==> src/rtl/hpm_window_sampler.sv <==
// HPM window sampler: counts two event streams per window and hands a
// frozen snapshot to the detector over an enable/done handshake.
module hpm_window_sampler #(
    parameter int WINDOW_CYCLES = 1024,
    parameter int TIMEOUT       = 16,
    parameter int ATK_W         = 16
) (
    input  logic             clk_h,
    input  logic             rst_h,
    input  logic             sampler_en,
    input  logic             ev0_i,
    input  logic             ev1_i,
    output logic [1:0][31:0] hpm_o,
    output logic             enable_o,
    input  logic             done_i,
    input  logic [1:0]       alert_i,
    output logic [1:0]       last_alert_o,
    output logic [ATK_W-1:0] atk_cnt_o,
    output logic             irq_o,
    input  logic             irq_clr_i,
    output logic             timeout_o
);

    localparam int TW = (WINDOW_CYCLES > 1) ? $clog2(WINDOW_CYCLES) : 1;
    localparam int WW = (TIMEOUT > 1) ? $clog2(TIMEOUT) : 1;

    typedef enum logic [1:0] {
        COUNT,
        REQ,
        WAIT
    } state_t;

    state_t          state;
    logic [31:0]     live0;
    logic [31:0]     live1;
    logic [31:0]     next0;
    logic [31:0]     next1;
    logic [TW-1:0]   timer;
    logic [WW-1:0]   wcnt;
    logic            terminal;

    // Saturating increments; the snapshot uses these so the edge event counts.
    always_comb begin
        next0 = live0;
        next1 = live1;
        if (sampler_en && ev0_i && (live0 != 32'hFFFF_FFFF))
            next0 = live0 + 32'd1;
        if (sampler_en && ev1_i && (live1 != 32'hFFFF_FFFF))
            next1 = live1 + 32'd1;
    end

    assign terminal = (timer == TW'(WINDOW_CYCLES - 1));

    always_ff @(posedge clk_h or posedge rst_h) begin
        if (rst_h) begin
            state        <= COUNT;
            live0        <= '0;
            live1        <= '0;
            timer        <= '0;
            wcnt         <= '0;
            hpm_o        <= '0;
            enable_o     <= 1'b0;
            last_alert_o <= '0;
            atk_cnt_o    <= '0;
            irq_o        <= 1'b0;
            timeout_o    <= 1'b0;
        end else begin
            live0    <= next0;
            live1    <= next1;
            enable_o <= 1'b0;
            if (sampler_en && !terminal)
                timer <= timer + 1'b1;
            // Clear first so a same-cycle set below takes priority.
            if (irq_clr_i) begin
                irq_o     <= 1'b0;
                timeout_o <= 1'b0;
            end
            unique case (state)
                COUNT: begin
                    if (terminal && sampler_en) begin
                        hpm_o    <= {next1, next0};
                        live0    <= '0;
                        live1    <= '0;
                        timer    <= '0;
                        enable_o <= 1'b1;
                        state    <= REQ;
                    end
                end
                REQ: begin
                    wcnt  <= '0;
                    state <= WAIT;
                end
                WAIT: begin
                    if (done_i) begin
                        last_alert_o <= alert_i;
                        if (alert_i != 2'b00) begin
                            irq_o <= 1'b1;
                            if (atk_cnt_o != {ATK_W{1'b1}})
                                atk_cnt_o <= atk_cnt_o + 1'b1;
                        end
                        state <= COUNT;
                    end else if (wcnt == WW'(TIMEOUT - 1)) begin
                        timeout_o <= 1'b1;
                        state     <= COUNT;
                    end else begin
                        wcnt <= wcnt + 1'b1;
                    end
                end
                default: state <= COUNT;
            endcase
        end
    end

endmodule

==> config.mk <==
export PLATFORM = sky130hd
export DESIGN_NAME = hpm_window_sampler
export DESIGN_NICKNAME = d
export VERILOG_FILES = /design/src/rtl/hpm_window_sampler.sv
export SDC_FILE = /design/constraint.sdc
export NUM_CORES = 1
export LEC_CHECK = 0
export BUFFER_PORTS_ARGS = -buffer_cell sky130_fd_sc_hd__buf_2
export CAP_MARGIN = 20
export CORE_ASPECT_RATIO = 0.75
export CORE_UTILIZATION = 58
export DETAILED_ROUTE_END_ITERATION = 10
export PLACE_DENSITY = 0.87
export SLEW_MARGIN = 20
export SYNTH_ARGS = -nofsm -noshare
export SYNTH_HDL_FRONTEND = slang
export SYNTH_SLANG_ARGS = --single-unit
==> constraint.sdc <==
create_clock -name clk_h -period 5.7 [get_ports clk_h]
set_clock_uncertainty 0.1 [all_clocks]
set_input_delay 0.57 -clock clk_h [delete_from_list [all_inputs] [get_ports clk_h]]
set_output_delay 0.57 -clock clk_h [all_outputs]
set_load 0.05 [all_outputs]
==> results of run 1 <==
-- cell usage after synthesis (17+ instances only) --
| cell | count |
|---|---|
| and3_1 | 17 |
| dfrtp_1 | 165 |
| nor2_1 | 84 |
| nand2_1 | 92 |
| or3_1 | 19 |
| inv_1 | 17 |
| nand4_1 | 23 |
| o21ai_0 | 52 |
| nand3_1 | 34 |
| a31oi_1 | 28 |
| xnor2_1 | 44 |
| a21oi_1 | 29 |
| buf_2 | 22 |
-- layout by cell type, fill, tap and decap left out, drive strengths merged, types with 16 or more instances in the layout --
master    n
nand4    24
clkbuf   21
a31oi    28
xnor2    44
inv      16
a21oi    29
nand3    34
nor2     84
buf      96
dfrtp   165
and3     17
nand2    92
o21ai    56
or3      19
-- critical path, delay by kind of cell, from the launching register on --
family | cells | cell delay [ns]
compound gates | 1 | 0.17
simple gates | 4 | 1.06
flops | 1 | 0.51
buf+inv | 2 | 1.23
-- state kept, by name (all words and copies together), names as in the netlist --
signal / cells
atk_cnt_o: 16
enable_o: 1
hpm_o: 64
irq_o: 1
last_alert_o: 2
live0: 32
live1: 32
state: 2
timeout_o: 1
timer: 10
wcnt: 4
-- cell type report --
type | count | share of cell area (%)
Antenna cell | 1 | 0.02781
Clock buffer | 21 | 4.894
Clock inverter | 9 | 1.460
Inverter | 17 | 0.7786
Multi-Input combinational cell | 577 | 39.15
Sequential cell | 165 | 45.88
Tap cell | 171 | 2.378
Timing Repair Buffer | 96 | 5.423
-- cells by family after synthesis --
logic type	share of synthesized area [%]
xor gates and xnor gates	6.197
muxes	1.470
AOI/OAI and AO/OA	13.75
and+or+nand+nor	22.29
adders and majority gates	0.7904
DFF	52.17
buffers and inverters	3.336
-- layer usage --
metal,vias up,wire length (um)
li1,3051,-
met1,3108,8308
met2,251,7963
met3,26,1379
met4,0,254
met5,-,0
-- through the flow --
stage               std cells  cell area (sq um)
finish                   1057               8999
global route             1057               8999
CTS                      1056               8996
detailed placement       1026               8424
global placement         1026               8424
floorplan                 800               7915
-- power by group through the flow --
stage	clock (W)	combinational (W)	sequential, W
2_1_floorplan	0	0.000153	0.00130
3_3_place_gp	0	0.000187	0.00131
3_5_place_dp	0	0.000195	0.00131
4_1_cts	0.00115	0.000199	0.00129
5_1_grt	0.00119	0.000226	0.00130
6_report	0.00113	0.000197	0.00130
-- worst paths after layout --
path                           start        end  cells after the start
max                         state[1]  hpm_o[55]                      7
min                        irq_clr_i  timeout_o                      2
max reg2reg                 state[1]  hpm_o[55]                      7
min reg2reg                hpm_o[46]  hpm_o[46]                      2
max in group asynchronous      rst_h   live1[1]                      3
min in group asynchronous      rst_h   live1[2]                      2
==> results.md, run 1 <==
* Ratio of cells with drive above 1 in the final layout at approximately 18%
* Remaining DRCs at 0
* Vias per Instance at 6.089
* Final Core Density at 68.42%
* Min-Delay Path Class: in -> reg
* Synth top area cells: dfrtp_1, xnor2_1, nand2_1
* First-pass iteration count of the detailed router at 5
* Main synth FF type: dfrtp_1
* Run status: completed
* Total grt overflow at 0
* Sequential power share at 49.4%
* Clk buf depth at 2
* Die area at 0.01412 sq mm
* Cell Chain, Critical Path: nor2_1, nand2_1, or4_2, clkinv_2, buf_4, o211ai_1, nand3_1
* Setup TNS at 0 ns
* Clk pin slew, worst setup/hold paths at 0.06 ns
* Max Fclk at ~0.31 GHz
* HPWL after DPL at 12040 um
* Synthesis warning total at 0
* Post-Syn Instances at 800
* RSZ-0062 raised after global routing: false
* Clk Latency, worst-skew pair at 0.42 ns
* Starting Density at 60.18%
* GR Layer Usage met2 at 39.87%
* Post-Synthesis Cell Area at about 0.0079 sq mm
* Pwr Density at a little under 300 mW/mm^2
* Max-slew headroom at the worst pin at a little over a quarter
* CTS sink cnt at ~170
* Hold-fix buffers at CTS at 0
* Vias in the first global route at 5945
* Routability Congestion at approximately 0.9
* Largest area contributor in the netlist: dfrtp_1
* Synth async-reset ratio at between 90% and 100%
* WP data required at between 5 and 6 ns
* Syn_area_per_cell at about 9.9 sq um
* Netlist cell types at 55
* Maxcap violations at 0
* Slowest-stage cell, CP: or4_2
* Pint at 0.001988 W
* Period minus WS final at 3.202 ns
* Final setup viols at 0
* Top-area cell type share of the netlist area at 52.17%
* Final Cycle Share at 56.17%
* Met1 Usage GRT at 39.17%
* Switch Pwr at between 0.0006 and 0.0007 W
* Post-CTS resize count at 0
* Yosys reg bits at 165
* Crit end category: register
* Nets at 888
* Multi-input logic area at 0.003523 sq mm
* IO Pins at 94
* Die height at 103.2 um
* First-pass GRT wire length at ~29000 um
* Sequential share of the synthesized area at 52.17%
* Syn Nets at slightly above 800
* Crit path largest cell delay at ~0.7 ns
* Layout area overhead at 13.69%
* Routed wire length at 17910 um
* CTS tree: done
* Busiest layer in global routing: met2
* GR Util met3 at 7.554%
* FF+latch area at slightly above 0.004 sq mm
* Fin Hold WS at around 0.26 ns
* Wire length per cell at 16.94 um
* Initial antenna violation count at 1
* Largest net degree at the start of global routing at 108
* Total number of vias at 6436
* Clock power share at 43.1%
* Worst slack, placed at around 2.4 ns
* Hold Violations, Final at 0
* Crit Path Max Fanout at 75
* P_leak at just over 4 nW
* Setup ws final at 2.498 ns
* Worst reg2reg setup slack at 2.50 ns
* Total GRT Usage at 27.00%
* # rows at 36
* Crit start category: register
* Fillcell total at a little over 1k
* Worst Tran Pin Value at 1.081 ns
* Fin. max-slew vios at 0
* Die span in x at 136.9 um
* Total power at 0.002624 W
* Final antenna-violating net count at 0
* Post-synth EDFFs at 0
* Root Buffer: clkbuf_16
* Postcts setup bufs at 0
* Maximum vdd drop at 0.0002501 V
* Initial DRC count at roughly 680
* CTS buffer count at 17
* Switching Share at 24.24%
* Port Buffers at just over 90
* Crit path DAT at 3.46 ns
* CORE AREA at between 0.01 and 0.015 sq mm
* Combinational power share at 7.5%
* H-tree depth at 4
* Setup CP Type: reg -> reg
Power figures use the tool's default switching activity.
==> run 2, diff against run 1 <==
--- a/config.mk
+++ b/config.mk
@@ -5,12 +5,13 @@
 export SDC_FILE = /design/constraint.sdc
 export NUM_CORES = 1
 export LEC_CHECK = 0
+export ABC_AREA = 1
 export BUFFER_PORTS_ARGS = -buffer_cell sky130_fd_sc_hd__buf_2
 export CAP_MARGIN = 20
 export CORE_ASPECT_RATIO = 0.75
-export CORE_UTILIZATION = 58
+export CORE_UTILIZATION = 54
 export DETAILED_ROUTE_END_ITERATION = 10
-export PLACE_DENSITY = 0.87
+export PLACE_DENSITY = 0.85
 export SLEW_MARGIN = 20
 export SYNTH_ARGS = -nofsm -noshare
 export SYNTH_HDL_FRONTEND = slang
==> constraint.sdc (replaced) <==
create_clock -name clk_h -period 2.9 [get_ports clk_h]
set_clock_uncertainty 0.1 [all_clocks]
set_input_delay 0.29 -clock clk_h [delete_from_list [all_inputs] [get_ports clk_h]]
set_output_delay 0.29 -clock clk_h [all_outputs]
set_load 0.05 [all_outputs]
==> results.md, run 2 <==
* CTS buffer count at 17
* Crit path DAT at 2.66 ns
* Final antenna-violating net count at 0
* Final Instance Area at 0.01022 sq mm
* Pwr Density at 569.5 mW/mm^2
* First-pass GRT wire length at 36710 um
* Clk buf depth at 2
* Synth top area cells: dfrtp_1, nand2_1, nand3_1
* RSZ-0062 raised after global routing: false
* Max layer used: met4
* Max Fclk at roughly 0.41 GHz
* Post-synthesis mux area share at 0%
* CTS tree: done
* Period minus WS final at 2.449 ns
* Met3 WL at 1440 um
* Largest family of logic cells by synthesized area: simple AND/OR/NAND/NOR gates
* Total grt overflow at 0
* Initial antenna violation count at 0
* WP data required at between 3 and 4 ns
* Met1 wire length at 10360 um
* Post-CTS resize count at 0
* Most common cell after layout, fill and taps aside: nand2_1
* Vias per Instance at between 5 and 6
* Fin Hold WS at 0.01614 ns
* Maximum vdd drop at 0.0003735 V
* # rows at 40
* Biggest register: hpm_o
* Most frequent cell after synthesis: nand2_1
* Die area at 0.01701 sq mm
* First-pass iteration count of the detailed router at 5
* Clk pin slew, worst setup/hold paths at 0.06 ns
* Die height at ~110 um
* Crit end category: register
* Yosys reg bits at 165
* Main synth FF type: dfrtp_1
* Top-area cell type share of the netlist area at between 40 and 50%
* H-tree depth at 4
* Min-Delay Path Class: in -> reg
* Largest area contributor in the netlist: dfrtp_1
* Most frequent cells after synthesis: nand2_1, dfrtp_1, nor2_1
* WL met2 at 9482 um
* Nets at about 1.4k
* Final setup viols at 0
* Routed wire length at 21710 um
* Maxcap violations at 0
* Final Cycle Share at 84.45%
* Die span in x at 150.3 um
* Fin. max-slew vios at 0
* Complex-gate fraction of the synthesized area at 2.782%
* Setup CP Type: reg -> reg
* Wire length per cell at 13.75 um
* Fillcell total at 1375
* Syn_area_per_cell at 7.051 sq um
* P_leak at roughly 5.6 nW
* CORE AREA at around 0.016 sq mm
* Max reg flops at 64
* Post-Synthesis Cell Area at between 0.008 and 0.009 sq mm
* Root Buffer: clkbuf_16
* Post-Syn Instances at 1263
* FF+latch area at between 0.004 and 0.005 sq mm
* Port Buffers at a little over 90
* Worst Tran Pin Value at 0.7534 ns
* Layout area overhead at 14.74%
* Cell Area, Placed at 0.009553 sq mm
* IO Pins at 94
* Multi-input logic area at 0.004108 sq mm
* Starting Density at 55.43%
* CTS sink cnt at 165
* Max-slew headroom at the worst pin at 49.77%
* Ratio of cells with drive above 1 in the final layout at 10.74%
* Clk Latency, worst-skew pair at 0.43 ns
* Remaining DRCs at 0
* Total GRT Usage at between 20% and 30%
* Total number of vias at a little over 8k
* Synth Area in XOR/XNOR at 2.262%
* Initial DRC count at 659
* HPWL after DPL at 14930 um
* Netlist cell types at 28
* Inserted Diodes at 0
* Largest net degree at the start of global routing at 71
* Most frequent cells in the layout: nand2_1, nor2_1, dfrtp_1
* Crit start category: register
* Synthesized-area fraction occupied by adder cells at 0.7025%
* Synth async-reset ratio at 100.0%
* Top flop regs: hpm_o: 64 flops, live0: 32 flops, live1: 32 flops
* Syn Nets at 1277
* Run status: completed
* Setup TNS at 0 ns
* Vias in the first global route at 7698
* Post-route insts no fill at 1579
* Placed cells at 1543
* Routability Congestion at 0.9407
* Sequential share of the synthesized area at 46.37%
* Synthesis warning total at 0
* Hold Violations, Final at 0
* Crit Path Max Fanout at 21
* Simple-gate area share of the yosys netlist at 40.27%
* Post-synth EDFFs at 0
[run 2: kinds of logic after synthesis]
logic type	count (synthesis)
buffers and inverters	160
and+or+nand+nor	863
AOI/OAI and AO/OA	47
adders and majority gates	5
DFF	165
xor gates and xnor gates	23
[run 2: area by class of cell]
| type | instances | area share (%) |
|---|---|---|
| inverters | 125 | 4.629 |
| clock buffers | 21 | 4.409 |
| clock inverters | 11 | 1.702 |
| multi-input cells | 938 | 40.20 |
| well taps | 210 | 2.572 |
| flip-flops and latches | 165 | 40.41 |
| repair buffers | 109 | 6.074 |
[run 2: what timing repair did]
action,CTS,global route
buffers inserted,0,0
hold endpoints to repair,33,0
hold buffers,4,0
[run 2: per-layer routing]
metal	up-vias	global-route usage (%)
met2	290	41.14
met3	33	5.403
li1	4147	-
met4	0	9.293
met5	-	0
met1	3792	39.26
[run 2: metrics by stage]
| step | power (W) | util (%) | worst slack, ns |
|---|---|---|---|
| after floorplan | 0.003245 | - | 0.4112 |
| after global placement | 0.003413 | 59.46 | 0.5905 |
| after detailed placement | 0.003445 | 59.46 | 0.4837 |
| after CTS | 0.005848 | 63.60 | 0.4523 |
| after global routing | 0.006070 | 63.60 | 0.1229 |
| final | 0.005819 | 63.60 | 0.4509 |
[run 2: where the power goes]
part / switching [W] / leakage [nW] / internal, W
combinational: 0.000529 / 3.31 / 0.000249
sequential: 0.000183 / 1.98 / 0.00246
clock: 0.000926 / 0.294 / 0.00147
[run 2: final timing paths]
kind / from / to / slack [ns] / depth (start not counted)
setup / recovery: atk_cnt_o[0] / atk_cnt_o[10] / 0.45 / 10
hold / removal: alert_i[1] / last_alert_o[1] / 0.02 / 3
setup reg to reg: atk_cnt_o[0] / atk_cnt_o[10] / 0.45 / 10
hold reg to reg: hpm_o[35] / hpm_o[35] / 0.37 / 2
max in group asynchronous: rst_h / live0[18] / 1.46 / 4
min in group asynchronous: rst_h / hpm_o[51] / 0.45 / 3
[run 2: worst max-delay path: stages, from the launching register on]
cell and delay, ns:
dfrtp_1 0.42, ha_1 0.19, inv_1 0.07, nor3_2 0.27, nand2_1 0.13, nor2_1 0.18, nand2_1 0.07, nand2_1 0.29
inv_1 0.38, nand3b_1 0.19, nand2_1 0.05
==> run 3, diff against run 2 <==
--- a/config.mk
+++ b/config.mk
@@ -5,13 +5,13 @@
 export SDC_FILE = /design/constraint.sdc
 export NUM_CORES = 1
 export LEC_CHECK = 0
-export ABC_AREA = 1
+export ABC_AREA = 0
 export BUFFER_PORTS_ARGS = -buffer_cell sky130_fd_sc_hd__buf_2
 export CAP_MARGIN = 20
 export CORE_ASPECT_RATIO = 0.75
-export CORE_UTILIZATION = 54
+export CORE_UTILIZATION = 53
 export DETAILED_ROUTE_END_ITERATION = 10
-export PLACE_DENSITY = 0.85
+export PLACE_DENSITY = 0.84
 export SLEW_MARGIN = 20
 export SYNTH_ARGS = -nofsm -noshare
 export SYNTH_HDL_FRONTEND = slang
==> constraint.sdc (replaced) <==
create_clock -name clk_h -period 2.15 [get_ports clk_h]
set_clock_uncertainty 0.1 [all_clocks]
set_input_delay 0.215 -clock clk_h [delete_from_list [all_inputs] [get_ports clk_h]]
set_output_delay 0.215 -clock clk_h [all_outputs]
set_load 0.05 [all_outputs]
==> results.md, run 3 (same netlist as run 1, synthesis figures left out) <==
* Switch Pwr at 0.001812 W
* Layout area overhead at 27.14%
* Fin. max-slew vios at 0
* Starting Density at about 55%
* Crit path DAT at 2.39 ns
* Most frequent cells in the layout: dfrtp_1, buf_2, nand2_1
* Pwr Density at 744.1 mW/mm^2
* Clock power share at a little over two fifths
* Slowest-stage cell, CP: or4_1
* Die area at 0.01543 sq mm
* H-tree depth at 4
* Max-slew headroom at the worst pin at 59.49%
* Setup CP Type: reg -> reg
* Vias per Instance at 5.851
* Multi-input logic area at between 0.003 and 0.004 sq mm
* Reg-to-Reg Start: live1[17]
* Die height at about 110 um
* Maxcap violations at 0
* Inserted Diodes at 0
* Worst setup endpoint: hpm_o[59]
* CTS sink cnt at 165
* Final antenna-violating net count at 0
* Clk Latency, worst-skew pair at ~0.43 ns
* Final Core Density at between 60% and 70%
* Vias in the first global route at 6323
* Cell Chain, Critical Path: nand4_1, buf_4, nor3_4, nand2_1, or4_1, a31oi_1
* Port Buffers at 93
* Max reg flops at 64
* P_leak at 4.691 nW
* Crit start category: register
* Routability Congestion at 0.9853
* Min-Delay Path Class: in -> reg
* Clk pin slew, worst setup/hold paths at 0.06 ns
* Final Instance Area at approximately 0.010 sq mm
* Clk buf depth at 2
* # rows at 38
* Remaining DRCs at 0
* Nets at 981
* Total power at 0.007488 W
* Worst Tran Pin Value at 0.6024 ns
* Initial antenna violation count at 0
* Setup TNS at 0 ns
* First-pass iteration count of the detailed router at 5
* Initial DRC count at 565
* Sequential power share at approximately 45%
* HPWL after DPL at 13260 um
* IO Pins at 94
* FF+latch area at a little over 0.004 sq mm
* Root Buffer: clkbuf_16
* Maximum vdd drop at 0.0005533 V
* Pint at 0.005676 W
* Largest net degree at the start of global routing at ~110
* Final Cycle Share at 99.91%
* First-pass GRT wire length at around 31000 um
* Routed wire length at approximately 20000 um
* WP data required at 2.39 ns
* Top flop regs: hpm_o: 64 flops, live0: 32 flops, live1: 32 flops
* Combinational power share at 10.7%
* Most common cell after layout, fill and taps aside: dfrtp_1
* Final setup viols at 0
* R2R Path End: hpm_o[59]
* Worst reg2reg setup slack at around 0.0018 ns
* Ratio of cells with drive above 1 in the final layout at 27.76%
* Crit end category: register
* Crit path largest cell delay at approximately 0.56 ns
* CP Launch Point: live1[17]
* Total grt overflow at 0
* Hold Violations, Final at 0
* Die span in x at 143.1 um
* CTS buffer count at 17
* CTS tree: done
* Run status: completed
* Total GRT Usage at 26.48%
* CORE AREA at 0.01450 sq mm
* Crit Path Max Fanout at 6
* Max Fclk at 0.4655 GHz
* Biggest register: hpm_o
* RSZ-0062 raised after global routing: true
* Wire length per cell at 17.07 um
* Total number of vias at 6904
* Fillcell total at ~1.1k
* FF-to-FF path depth at 6
* Period minus WS final at 2.148 ns
* Cell Area, Placed at 0.009070 sq mm
* Switching Share at 24.20%
==> run 3: cell type report <==
type | count | area share (%)
Clock buffer | 21 | 4.675
Sequential cell | 165 | 41.04
Timing Repair Buffer | 189 | 12.58
Multi-Input combinational cell | 577 | 36.76
Clock inverter | 11 | 1.728
Tap cell | 200 | 2.487
Inverter | 17 | 0.7211
==> run 3: worst min path at each step <==
| stage | slack, ns | startpoint | depth (start not counted) | to |
|---|---|---|---|---|
| floorplan | 0.21 | irq_clr_i | 1 | timeout_o |
| finish | 0.03 | done_i | 3 | timeout_o |
| detailed placement | 0.26 | rst_h | 3 | wcnt[2] |
| global route | 0.05 | done_i | 3 | timeout_o |
| global placement | 0.26 | rst_h | 3 | last_alert_o[1] |
| CTS | 0.02 | done_i | 3 | timeout_o |
==> run 3: power groups by stage <==
stage / Clock [W] / Sequential [W] / Combinational (W)
final: 0.00329 / 0.00340 / 0.000804
after global routing: 0.00344 / 0.00341 / 0.000898
after CTS: 0.00333 / 0.00338 / 0.000751
after detailed placement: 0 / 0.00343 / 0.000737
after global placement: 0 / 0.00343 / 0.000712
after floorplan: 0 / 0.00344 / 0.000406
==> run 3: stage by stage <==
step                hold WS, ns  worst slack [ns]  instances
floorplan                0.2140           -0.2638        800
global placement         0.2622          -0.01221       1128
detailed placement       0.2637          -0.07855       1128
CTS                     0.01774          0.002761       1166
global route            0.05129          -0.07571       1180
finish                  0.03435          0.001847       1180
==> run 3: repair_timing <==
action | CTS | global route
hold buffers | 4 | 0
pin swaps | 0 | 17
setup buffers | 2 | 14
endpoints found under the hold margin | 169 | 0
setup endpoints to repair | 34 | 69
gates resized for setup | 12 | 36
==> run 3: per-layer routing <==
metal / vias up / part of all wire, % / global-route usage, %
li1: 3236 / - / -
met1: 3369 / 47 / 38.92
met2: 267 / 45 / 38.15
met3: 32 / 6.8 / 5.694
met4: 0 / 1.7 / 10.06
met5: - / 0 / 0
==> run 3: critical path: cells and delay by family (launching register included) <==
family	cells	cell delay, ns
AOI/OAI and AO/OA	1	0.19
and+or+nand+nor	4	1.17
DFF	1	0.44
buffers and inverters	1	0.18
